===== src/rtl/seg_display_sequencer.sv =====
// Single-digit 7-segment sequencer: steps a digit index through 0..L at a
// programmable dwell rate under run/pause/step/stop command strobes.
module seg_display_sequencer #(
  parameter int unsigned DWELL_W       = 8,
  parameter logic [3:0]  DEFAULT_LIMIT = 4'hF
) (
  input  logic               CLK,
  input  logic               RST,
  input  logic               START,
  input  logic               STOP,
  input  logic               STEP,
  input  logic               DIR,
  input  logic [DWELL_W-1:0] DWELL,
  input  logic               LIMIT_OVR,
  input  logic [3:0]         LIMIT,
  output logic               A,
  output logic               B,
  output logic               C,
  output logic               D,
  output logic               E,
  output logic               F,
  output logic               G,
  output logic               DP,
  output logic               BUSY,
  output logic               WRAP
);

  localparam int unsigned DigitW = 4;
  localparam int unsigned SegW   = 7;

  typedef enum logic [1:0] {
    stIdle  = 2'd0,
    stRun   = 2'd1,
    stPause = 2'd2
  } stateT;

  stateT              state;
  logic [DigitW-1:0]  digit;
  logic [DWELL_W-1:0] presc;
  logic [SegW-1:0]    segReg;
  logic               dpReg;
  logic               busyReg;
  logic               wrapReg;

  logic [DigitW-1:0]  effLimit;
  logic [DigitW-1:0]  stepDigit;
  logic               stepWrap;

  // Segment pattern {G,F,E,D,C,B,A} for a hex digit.
  function automatic logic [SegW-1:0] decode(input logic [DigitW-1:0] d);
    logic [SegW-1:0] s;
    case (d)
      4'h0: s = 7'h3F;
      4'h1: s = 7'h06;
      4'h2: s = 7'h5B;
      4'h3: s = 7'h4F;
      4'h4: s = 7'h66;
      4'h5: s = 7'h6D;
      4'h6: s = 7'h7D;
      4'h7: s = 7'h07;
      4'h8: s = 7'h7F;
      4'h9: s = 7'h6F;
      4'hA: s = 7'h77;
      4'hB: s = 7'h7C;
      4'hC: s = 7'h39;
      4'hD: s = 7'h5E;
      4'hE: s = 7'h79;
      default: s = 7'h71;
    endcase
    return s;
  endfunction

  // Next digit and wrap flag if a step were taken this cycle.
  always_comb begin
    effLimit  = LIMIT_OVR ? LIMIT : DEFAULT_LIMIT;
    stepDigit = digit;
    stepWrap  = 1'b0;
    if (!DIR) begin
      if (digit >= effLimit) begin
        stepDigit = '0;
        stepWrap  = 1'b1;
      end else begin
        stepDigit = digit + DigitW'(1);
      end
    end else begin
      // An index above a freshly lowered limit also wraps to the limit.
      if ((digit == '0) || (digit > effLimit)) begin
        stepDigit = effLimit;
        stepWrap  = 1'b1;
      end else begin
        stepDigit = digit - DigitW'(1);
      end
    end
  end

  // Command FSM with dwell prescaler; every output is a register.
  always_ff @(posedge CLK or negedge RST) begin
    if (!RST) begin
      state   <= stIdle;
      digit   <= '0;
      presc   <= '0;
      segReg  <= '0;
      dpReg   <= 1'b0;
      busyReg <= 1'b0;
      wrapReg <= 1'b0;
    end else begin
      wrapReg <= 1'b0;
      case (state)
        stIdle: begin
          if (START) begin
            state   <= stRun;
            busyReg <= 1'b1;
            segReg  <= decode(digit);
          end
        end
        stRun: begin
          // STOP beats a coincident dwell tick; presc is held for resume.
          if (STOP) begin
            state   <= stPause;
            busyReg <= 1'b0;
          end else if (presc >= DWELL) begin
            presc   <= '0;
            digit   <= stepDigit;
            segReg  <= decode(stepDigit);
            dpReg   <= ~dpReg;
            wrapReg <= stepWrap;
          end else begin
            presc <= presc + DWELL_W'(1);
          end
        end
        stPause: begin
          if (STOP) begin
            state   <= stIdle;
            digit   <= '0;
            presc   <= '0;
            segReg  <= '0;
            dpReg   <= 1'b0;
            busyReg <= 1'b0;
          end else if (START) begin
            state   <= stRun;
            busyReg <= 1'b1;
          end else if (STEP) begin
            presc   <= '0;
            digit   <= stepDigit;
            segReg  <= decode(stepDigit);
            dpReg   <= ~dpReg;
            wrapReg <= stepWrap;
          end
        end
        default: begin
          state   <= stIdle;
          digit   <= '0;
          presc   <= '0;
          segReg  <= '0;
          dpReg   <= 1'b0;
          busyReg <= 1'b0;
        end
      endcase
    end
  end

  assign {G, F, E, D, C, B, A} = segReg;
  assign DP   = dpReg;
  assign BUSY = busyReg;
  assign WRAP = wrapReg;

endmodule

===== config.mk =====
export PLATFORM = sky130hd
export DESIGN_NAME = seg_display_sequencer
export DESIGN_NICKNAME = d
export VERILOG_FILES = /design/src/rtl/seg_display_sequencer.sv
export SDC_FILE = /design/constraint.sdc
export NUM_CORES = 1
export LEC_CHECK = 0
export ABC_CLOCK_PERIOD_IN_PS = 6300
export BUFFER_PORTS_ARGS = -buffer_cell sky130_fd_sc_hd__buf_2
export CORE_MARGIN = 2
export CORE_UTILIZATION = 30
export DETAILED_ROUTE_END_ITERATION = 6
export PLACE_DENSITY_LB_ADDON = 0.05
export SLEW_MARGIN = 20
export SYNTH_ARGS = -nofsm -noshare
export SYNTH_HDL_FRONTEND = slang
export SYNTH_SLANG_ARGS = --single-unit

===== constraint.sdc =====
create_clock -name CLK -period 6.3 [get_ports CLK]
set_clock_uncertainty 0.1 [all_clocks]
set_input_delay 1.575 -clock CLK [delete_from_list [all_inputs] [get_ports CLK]]
set_output_delay 1.575 -clock CLK [all_outputs]
set_load 0.02 [all_outputs]

==> impl_results.md <==
- Post-Synthesis Cells: 273
- Pre-antenna DRT Iters: 4
- CP arrival: 4.22 ns
- Antenna diodes: 0
- Final Hold Fails: 0
- # setup viols final: 0
- Post_cts resized: 0
- Root Driver: clkbuf_8
- Row Count: 32
- Drt wl/cell: 15.4 um
- # placed instances: 398
- Distinct cells, synth: 64
- Total CTS buffers: 3
- Post-DP HPWL: 4920 um
- Die extent in y: 93.2 um
- Post-CTS Setup Inserts: 0
- Synth area leaders: dfrtp_1 25%, ha_1 15%, inv_1 3.6%
- Worst hold path class: reg -> reg
- Post-synth top area cell: dfrtp_1
- CP startpoint kind: primary input
- DR vias: 2,120
- Syn_area_per_cell: 8.74 um2
- H-tree levels: 1
- Yosys reg bits: 24
- Post-synth net total: 321
- Nets: 349
- Post-DRT Antenna Nets: 0
- Total of max-cap violations: 0
- First-pass GRT wire length: 10,400 um
- All-Layer GR Usage: 15.0%
- Register area share after synthesis: 25.2%
- CTS clock-pin slew for the worst setup and hold paths: 0.09 ns
- Post-route DRC: 0
- Primary FF master, synth: dfrtp_1
- Io pins: 29
- Min cycle time layout: 4.19 ns
- Fin crit share: 66.6%
- Final Cell Area: 0.00268 mm2
- Layout area overhead: 12.1%
- Routability cong.: 0.801
- Core area: 0.00773 mm2
- Yosys synthesis warning count: 0
- Hold-fix buffers, CTS: 0
- Clock Sinks: 24
- IO buf count: 28
- Clock Latency Late Sink: 0.27 ns
- Clk buf depth: 2
- DRT iter0 DRCs: 65
- CTS tree: done
- Layout cells sized above 1: 18.3%
- Final Non-Filler Cells: 402
- Starting Density: 30.9%
- Pin count of the biggest net entering global routing: 25
- Placement Cell Area: 0.00262 mm2
- Vias in the first global route: 2,089
- Number of enable flip-flop cells after synthesis: 0
- Max-slew violation count: 0
- Setup TNS: 0 ns
- Status: completed
- Vias/cell: 5.27
- Maximum vdd drop: 0.284 mV
- Lkg Pwr: 1.25 nW
- Drt total wl: 6210 um
- Die area: 0.00869 mm2
- Initial antenna violation count: 0
- Power per standard cell area: 537 mW/mm2
- Global route overflow: 0
- Post-synth ARST share: 100%
- CP Max Fanout: 5
- Critical Path Sink Type: flop
- Worst Max-Slew Pin Slew: 0.711 ns
- Netlist Area Pre-Place: 0.00239 mm2
- Slew HR: 52.6%
- CP required: 6.33 ns
- DIE WIDTH: 93.2 um
- RSZ-0062 raised after global routing: no
- CP Class: in -> reg
- Fmax: 238 MHz
- Top cell type's share of synthesized area: 25.2%
## worst max-delay path, cell delays in order
cell and delay [ns]:
buf_2 0.11, and2b_1 0.17, ha_1 0.32, and4_4 0.23, or3_4 0.38, nor2_4 0.13
a221o_2 0.22, inv_2 0.08, ha_1 0.18, or4_1 0.52, a21oi_1 0.17, o221ai_1 0.13
## sequential cells by signal, indices dropped and copies added, names as in the netlist
register / count
WRAP: 1
DP: 1
presc: 8
state: 2
digit: 4
segReg: 7
BUSY: 1
## layout by cell type, fill, tap and decap left out, drive strengths merged, types with 2 or more instances in the layout
cell / n
o21a: 3
nor3: 9
nor2b: 6
o2111ai: 2
nand2: 18
o31a: 2
a21oi: 14
inv: 24
or3: 4
o21ai: 20
mux2i: 7
a31o: 2
ha: 29
nor2: 21
and2b: 2
o211ai: 6
clkbuf: 4
dfrtp: 24
xnor2: 2
a21o: 4
nand4: 3
o32ai: 3
o31ai: 9
xor2: 4
a211oi: 5
nand2b: 6
a211o: 2
nor3b: 3
buf: 28
and3: 2
and4: 2
nand3: 13
## path summary, 6_finish.rpt
kind                            startpoint   endpoint  slack (ns)  cells after the start
worst max-delay path             LIMIT_OVR  segReg[5]        2.11                     12
worst min-delay path                    DP         DP        0.41                      1
worst max register to register    digit[3]  segReg[5]        2.82                     10
worst min register to register          DP         DP        0.41                      1
max in group asynchronous              RST  segReg[6]        4.52                      1
min in group asynchronous              RST   state[0]        1.20                      1
## synthesized netlist by cell type (2+ instances only)
library cell	count
nand2_1	18
clkbuf_1	2
a211oi_1	4
a21oi_1	14
nand4_1	3
xnor2_1	2
o21ai_1	5
o31a_1	2
xor2_1	4
nor2_1	20
o21ai_0	12
ha_1	29
nand3_1	13
buf_6	2
nand2b_1	6
o21ai_2	3
or3_4	2
o2111ai_1	2
a21o_1	4
dfrtp_1	24
nor3_1	8
nor2b_1	5
o211ai_1	5
o31ai_1	9
mux2i_1	7
o21a_1	3
and3_1	2
inv_1	23
nor3b_1	2
a211o_1	2
and2b_1	2
or3_1	2
## power by group
part           total (mW)  internal [mW]  switching, mW
combinational        1.04          0.401          0.638
sequential          0.291          0.208         0.0828
clock               0.108         0.0558         0.0519
## logic make-up after synthesis
| group | Yosys count | synth area share, % |
|---|---|---|
| buffers and inverters | 29 | 5.24 |
| xor gates and xnor gates | 6 | 2.20 |
| and+or+nand+nor | 93 | 21.4 |
| AOI/OAI and AO/OA | 84 | 26.9 |
| muxes | 8 | 3.88 |
| DFF | 24 | 25.2 |
| adders and majority gates | 29 | 15.2 |
## final cells by class
cell class              instances  area [um2]
multi-input cells             220        1660
repair buffers                 28         140
fillers                       810        5050
inverters                      24        90.1
well taps                     102         128
flip-flops and latches         24         601
clock buffers                   4        55.1
## layer usage
metal	track usage, %	part of all wire (%)
met1	19.8	47
met2	26.4	49
met3	1.69	2.7
met4	3.68	1.2
met5	0	0
## per-stage QoR
stage          util (%)  setup slack [ns]  total power, mW  hold slack, ns
2_1_floorplan         -              2.09             1.07           0.371
3_3_place_gp       33.9              1.85             1.35           0.388
3_5_place_dp       33.9              1.83             1.33           0.392
4_1_cts            34.6              2.12             1.45           0.415
5_1_grt            34.6              1.86             1.60           0.445
6_report           34.6              2.11             1.44           0.411
Note: power is estimated with default switching activity, not from simulation.
